[config.mk]
export PLATFORM = sky130hd
export DESIGN_NAME = ctrl_ramdrv_ring
export DESIGN_NICKNAME = d
export VERILOG_FILES = /design/src/rtl/ctrl_ramdrv_ring_pkg.sv /design/src/rtl/ctrl_ramdrv_ring_modsub.sv /design/src/rtl/ctrl_ramdrv_ring.sv
export SDC_FILE = /design/constraint.sdc
export NUM_CORES = 2
export LEC_CHECK = 0
export CORE_MARGIN = 5
export CORE_UTILIZATION = 45
export DETAILED_ROUTE_END_ITERATION = 8
export PLACE_DENSITY = 0.66
export SLEW_MARGIN = 20
export SYNTH_ARGS = -nofsm -noshare
export SYNTH_HDL_FRONTEND = slang
export SYNTH_SLANG_ARGS = --single-unit
[constraint.sdc]
create_clock -name clk -period 6.2 [get_ports clk]
set_input_delay 1.24 -clock clk [delete_from_list [all_inputs] [get_ports clk]]
set_output_delay 1.24 -clock clk [all_outputs]
set_load 0.02 [all_outputs]
[src/rtl/ctrl_ramdrv_ring_pkg.sv]
// Shared defaults for the RAM-driver ring address generator.
// The optional range checker is enabled with RAMDRV_TAP_CHECK_EN.
package ctrl_ramdrv_ring_pkg;

   localparam int CH_W_DEF     = 4;
   localparam int OFFSET_W_DEF = 10;
   localparam int ADDR_W_DEF   = 14;

   // A ring length of zero marks the channel as disabled.
   localparam int LEN_DISABLED = 0;

endpackage

[src/rtl/ctrl_ramdrv_ring_modsub.sv]
// Combinational ring offset: (head - tap) mod L, plus the tap range flag.
// With RAMDRV_TAP_CHECK_EN the flag is live and forces the offset to 0.
module ctrl_ramdrv_ring_modsub
   import ctrl_ramdrv_ring_pkg::*;
#(
   parameter int OFFSET_WIDTH = OFFSET_W_DEF
) (
   input  logic [OFFSET_WIDTH-1:0] head_i,
   input  logic [OFFSET_WIDTH-1:0] tap_i,
   input  logic [OFFSET_WIDTH-1:0] len_i,
   output logic [OFFSET_WIDTH:0]   off_o,
   output logic                    range_err_o
);

   logic [OFFSET_WIDTH:0] head_x, tap_x, len_x, raw_off;

   assign head_x = {1'b0, head_i};
   assign tap_x  = {1'b0, tap_i};
   assign len_x  = {1'b0, len_i};

   // One extra bit keeps head + L - tap from overflowing before the subtract.
   assign raw_off = (head_x >= tap_x) ? (head_x - tap_x) : (head_x + len_x - tap_x);

`ifdef RAMDRV_TAP_CHECK_EN
   assign range_err_o = (tap_i >= len_i) || (len_i == OFFSET_WIDTH'(LEN_DISABLED));
   assign off_o       = range_err_o ? '0 : raw_off;
`else
   assign range_err_o = 1'b0;
   assign off_o       = raw_off;
`endif

endmodule

[src/rtl/ctrl_ramdrv_ring.sv]
// Multi-channel circular-buffer address generator: per-channel base/len/head
// registers and a 2-stage read pipeline. Optional macro: RAMDRV_TAP_CHECK_EN.
module ctrl_ramdrv_ring
   import ctrl_ramdrv_ring_pkg::*;
#(
   parameter int CH_WIDTH     = CH_W_DEF,
   parameter int OFFSET_WIDTH = OFFSET_W_DEF,
   parameter int ADDR_WIDTH   = ADDR_W_DEF
) (
   input  logic                    clk,
   input  logic                    clr_n,
   input  logic                    clr,
   input  logic                    cfg_we,
   input  logic [CH_WIDTH-1:0]     cfg_ch,
   input  logic [ADDR_WIDTH-1:0]   cfg_base,
   input  logic [OFFSET_WIDTH-1:0] cfg_len,
   input  logic                    head_incr,
   input  logic [CH_WIDTH-1:0]     incr_ch,
   input  logic                    rd_req,
   input  logic [CH_WIDTH-1:0]     rd_ch,
   input  logic [OFFSET_WIDTH-1:0] rd_tap,
   output logic [ADDR_WIDTH-1:0]   rd_addr,
   output logic                    rd_valid,
   output logic                    rd_err
);

   localparam int NCH    = 1 << CH_WIDTH;
   localparam int STAGES = 2;

   logic [NCH-1:0][ADDR_WIDTH-1:0]   base_q, base_d;
   logic [NCH-1:0][OFFSET_WIDTH-1:0] len_q, len_d;
   logic [NCH-1:0][OFFSET_WIDTH-1:0] head_q, head_d;

   logic [STAGES:1]           vld_pipe_q;
   logic [ADDR_WIDTH-1:0]     s1_base_q;
   logic [OFFSET_WIDTH-1:0]   s1_head_q, s1_len_q, s1_tap_q;
   logic [ADDR_WIDTH-1:0]     rd_addr_q;
   logic                      rd_err_q;

   logic [OFFSET_WIDTH:0]     s1_off;
   logic                      s1_err;

   // Config beats head_incr on the same channel; different channels both apply.
   always_comb begin
      base_d = base_q;
      len_d  = len_q;
      head_d = head_q;
      for (int c = 0; c < NCH; c++) begin
         if (cfg_we && (cfg_ch == CH_WIDTH'(c))) begin
            base_d[c] = cfg_base;
            len_d[c]  = cfg_len;
            head_d[c] = '0;
         end else if (head_incr && (incr_ch == CH_WIDTH'(c)) &&
                      (len_q[c] != OFFSET_WIDTH'(LEN_DISABLED))) begin
            head_d[c] = (head_q[c] == len_q[c] - OFFSET_WIDTH'(1)) ? '0
                                                                  : head_q[c] + OFFSET_WIDTH'(1);
         end
      end
   end

   ctrl_ramdrv_ring_modsub #(
      .OFFSET_WIDTH (OFFSET_WIDTH)
   ) u_modsub (
      .head_i      (s1_head_q),
      .tap_i       (s1_tap_q),
      .len_i       (s1_len_q),
      .off_o       (s1_off),
      .range_err_o (s1_err)
   );

   // S1 samples the pre-edge register file, so same-cycle updates are not seen.
   always_ff @(posedge clk or negedge clr_n) begin
      if (!clr_n) begin
         base_q     <= '0;
         len_q      <= '0;
         head_q     <= '0;
         vld_pipe_q <= '0;
         s1_base_q  <= '0;
         s1_head_q  <= '0;
         s1_len_q   <= '0;
         s1_tap_q   <= '0;
         rd_addr_q  <= '0;
         rd_err_q   <= 1'b0;
      end else if (clr) begin
         base_q     <= '0;
         len_q      <= '0;
         head_q     <= '0;
         vld_pipe_q <= '0;
         s1_base_q  <= '0;
         s1_head_q  <= '0;
         s1_len_q   <= '0;
         s1_tap_q   <= '0;
         rd_addr_q  <= '0;
         rd_err_q   <= 1'b0;
      end else begin
         base_q     <= base_d;
         len_q      <= len_d;
         head_q     <= head_d;
         vld_pipe_q <= {vld_pipe_q[STAGES-1:1], rd_req};
         if (rd_req) begin
            s1_base_q <= base_q[rd_ch];
            s1_head_q <= head_q[rd_ch];
            s1_len_q  <= len_q[rd_ch];
            s1_tap_q  <= rd_tap;
         end
         if (vld_pipe_q[1]) begin
            rd_addr_q <= s1_base_q + ADDR_WIDTH'(s1_off);
            rd_err_q  <= s1_err;
         end else begin
            rd_err_q  <= 1'b0;
         end
      end
   end

   assign rd_addr  = rd_addr_q;
   assign rd_valid = vld_pipe_q[STAGES];
   assign rd_err   = rd_err_q;

endmodule

==> flow_summary.yaml <==
drt:
  drt-pass1-iter-count: 8
  route.detailed.wl_per_inst_um: 22.74
  via_count: 33014
  detail_route.vias_per_cell: 6.117
  detailed_route_iter0_violations: 3693
  detail_route.wirelength_um: 122700
  postRouteAntennaNets: 0
  post-route-drc-count: 0
yosys:
  synth_area_um2: 38300
  post_synth_fa_ha_maj_area_fraction_pct: 3.274
  synth_top_family_by_area: "simple AND/OR/NAND/NOR gates"
  post_synth_inst_count: 4315
  postSynthNetCount: 4460
  synth_xor_xnor_area_share_pct: 5.214
  unique_cell_type_count_in_the_yosys_netlist: 93
  synth.mux.area_fraction_pct: 11.68
  netlist_top_cells_area: "dfrtp_1 39%, mux4_2 10%, nand2_1 9.6%"
  synth_area_leader_cell: "dfrtp_1"
  postSynthRegisterBits: 604
  avgSynthCellArea_um2: 8.875
  yosys_warnings: 0
  ys_seq_area_share_pct: 39.47
  synth_largest_type_area_fraction_pct: 39.47
  synth_simple_gate_area_share_pct: 22.98
  share_of_synthesized_flip_flops_with_an_asynchronous_set_or_reset_pct: 100.0
  synth_top_flop_cell: "dfrtp_1"
  synth-edff-count: 0
  synth_compound_area_share_pct: 13.00
cells_and_area:
  drive_gt1_share_pct: 10.33
  area_growth_pct: 10.27
  multi_input_comb_area_um2: 21550
  final-seq-area_um2: 15110
  num-nets-final: 4343
  layout.filler_cells: 7844
place:
  detailed_place_hpwl_um: 83180
  placement.io_buffers: 66
  globalplace.congestion: 0.9849
global_route:
  grt_first_pass_wirelength_um: 189500
  grt_start_max_net_pins: 145
  initial_antenna_violation_count: 7
  grt_remaining_overflow: 0
  grt_pass1_vias: 31032
  groute.usage.overall_pct: 26.58
sta:
  finalHoldViolations: 0
  fmax_ghz: 0.2202
  tightest_slew_ns: 1.101
  slew_viol_final: 0
  rsz0062_at_grt: "no"
  hold-worst-slack_ns: 0.5184
  maxSlewHeadroom_pct: 26.42
  fin_crit_sh_pct: 73.24
  finalWorstPathRequiredPeriod_ns: 4.541
  report.final.setup_viol: 0
  clock_skew_ns: 0.05284
  setup_total_negative_slack_ns: 0
power_and_ir_drop:
  power_density_nw_per_um2: 221.4
  leakage_nw: 17.49
  power.ir.vdd_worst_v: 0.0002062
setup_path:
  critical_path_peak_fanout: 4
  cp_slowest_cell: "o41ai_1"
  worstSetupEndpointType: "flop"
  critical_path.startpoint_type: "flop"
  timing.setup.critical_path_class: "reg2reg"
  critPathTopFamily: "compound AO/OA/AOI/OAI gates"
  worstPathCellList: "inv_1 -> fa_1 -> inv_1 -> ha_1 -> a21o_1 -> a21oi_1 -> o21ai_0 -> o21ai_0 -> a21oi_1 -> mux2_2 -> o211a_1 -> ha_1 -> nand2_1 -> o41ai_1 -> nand3_1 -> xor2_1 -> a211oi_1"
  worst-path-buf-inv: 2
  critical_path.max_stage_delay_ns: 0.61
  cp_data_required_time_ns: 6.75
  cp_data_arrival_time_ns: 5.09
clocking:
  cts_resized: 0
  cts_max_level: 3
  clk_root_buffer_cell: "clkbuf_16"
  total_clock_buffers_created_by_cts: 72
  holdBufCountCts: 0
  post-cts-setup-buffer-count: 0
  clock_sinks: 604
  cts.reportedPaths.clkPinSlew_ns: 0.06
  maximum_clock_path_buffer_count: 3
  cts_tree: "yes"
  worstSkewPairLatency_ns: 0.64
floorplan:
  core-area_um2: 84880
  total_die_area_um2: 91040
  chipWidth_um: 301.7
  placementRows: 107
  chipHeight_um: 301.7
  initial_core_utilization_pct: 45.12
  num_io_pins: 68
worst_hold_path:
  worstHoldPathType: "reg2reg"
outcome:
  status: "completed"
run:
  drv_cap: 0
per-layer routing:
metal  GRT usage [%]  up-vias  share of wire, %
met5               0        -             0.025
met4           9.721        4               4.2
met3           6.601      288                10
li1                -    14946                 -
met1           37.73    16277                42
met2           39.76     1499                44
tightest hold or removal path, cell delays in order (launching register included):
cell and delay (ns):
dfrtp_1 0.37, nand2_1 0.06, a21oi_1 0.05
path summary, 6_finish.rpt:
kind | start | to | slack [ns] | depth (start not counted)
worst max-delay path | s1_head_q[1] | rd_addr[13] | 1.66 | 17
worst min-delay path | base_q[206] | base_q[206] | 0.52 | 2
worst max register to register | s1_head_q[1] | rd_addr[13] | 1.66 | 17
worst min register to register | base_q[206] | base_q[206] | 0.52 | 2
max in group asynchronous | clr_n | rd_addr[10] | 4.17 | 2
min in group asynchronous | clr_n | head_q[49] | 0.67 | 1
cells by family (layout without fill, tap and decap cells):
logic type      count (synthesis)  count (layout)
other cells                     1               4
simple gates                 1882            1882
mux                           234             234
compound gates                836             836
flops                         604             604
xor+xnor                      228             228
buf+inv                       437             372
fa+ha+maj                      93              93
state kept, by name (all words and copies together), names as in the netlist:
register    count
s1_head_q      10
s1_len_q       10
s1_tap_q       10
vld_pipe_q      2
head_q        160
rd_addr        14
s1_base_q      14
base_q        224
len_q         160
cell usage after synthesis (6+ instances only):
| library cell | n |
|---|---|
| ha_1 | 81 |
| or2_2 | 27 |
| and4_1 | 6 |
| a311oi_1 | 6 |
| buf_2 | 10 |
| a211o_1 | 6 |
| o21ai_0 | 97 |
| mux2i_1 | 62 |
| o211ai_1 | 14 |
| o311a_1 | 6 |
| clkbuf_1 | 275 |
| nand4_1 | 28 |
| nor4b_1 | 18 |
| or3_1 | 29 |
| nand4b_1 | 11 |
| fa_1 | 12 |
| nor4_1 | 67 |
| nor3b_1 | 22 |
| a31o_2 | 11 |
| nand3b_1 | 26 |
| nor2_1 | 227 |
| o311ai_0 | 13 |
| nand2_1 | 984 |
| nand2b_1 | 39 |
| buf_1 | 31 |
| or4_1 | 15 |
| xnor2_1 | 142 |
| o31ai_1 | 23 |
| o41ai_1 | 6 |
| nor2b_1 | 27 |
| nor3_1 | 68 |
| a211oi_1 | 10 |
| and3b_1 | 10 |
| inv_1 | 117 |
| or3b_2 | 7 |
| xor2_1 | 86 |
| a21o_1 | 14 |
| o21a_1 | 25 |
| dfrtp_1 | 604 |
| mux4_2 | 170 |
| nand3_1 | 164 |
| and3_1 | 81 |
| a22oi_1 | 21 |
| a21oi_1 | 485 |
| a31oi_1 | 27 |
area by class of cell:
cell class | instances | area share [%]
Inverter | 117 | 1.040
Timing Repair Buffer | 129 | 2.895
Sequential cell | 604 | 35.79
Multi-Input combinational cell | 3274 | 51.04
Clock inverter | 29 | 1.052
Tap cell | 1144 | 3.390
Antenna cell | 3 | 0.01778
Clock buffer | 97 | 4.773
cells in the final DEF, fill, tap and decap left out, drive strengths merged, types with 70 or more instances in the layout:
| cell | n |
|---|---|
| a21oi | 485 |
| and3 | 81 |
| buf | 70 |
| clkbuf | 97 |
| dfrtp | 604 |
| ha | 81 |
| inv | 118 |
| mux4 | 170 |
| nand2 | 984 |
| nand3 | 165 |
| nor2 | 227 |
| nor4 | 72 |
| o21ai | 100 |
| xnor2 | 142 |
| xor2 | 86 |
through the flow:
| stage | cell area, um^2 | utilization [%] | setup WS (ns) | std cells | total power (W) |
|---|---|---|---|---|---|
| 2_1_floorplan | 38300 | - | 2.180 | 4315 | 0.004669 |
| 3_3_place_gp | 39760 | 46.84 | 1.772 | 5268 | 0.005007 |
| 3_5_place_dp | 39760 | 46.84 | 1.780 | 5268 | 0.005016 |
| 4_1_cts | 42220 | 49.74 | 1.678 | 5394 | 0.009408 |
| 5_1_grt | 42230 | 49.75 | 1.296 | 5396 | 0.009646 |
| 6_report | 42230 | 49.75 | 1.659 | 5397 | 0.009350 |
where the power goes:
part	switching (W)	internal, W	leakage [nW]
Combinational	0.000599	0.000316	7.89
Clock	0.00183	0.00257	1.19
Sequential	0.0000536	0.00399	8.40
(Power assumes the default switching activity.)
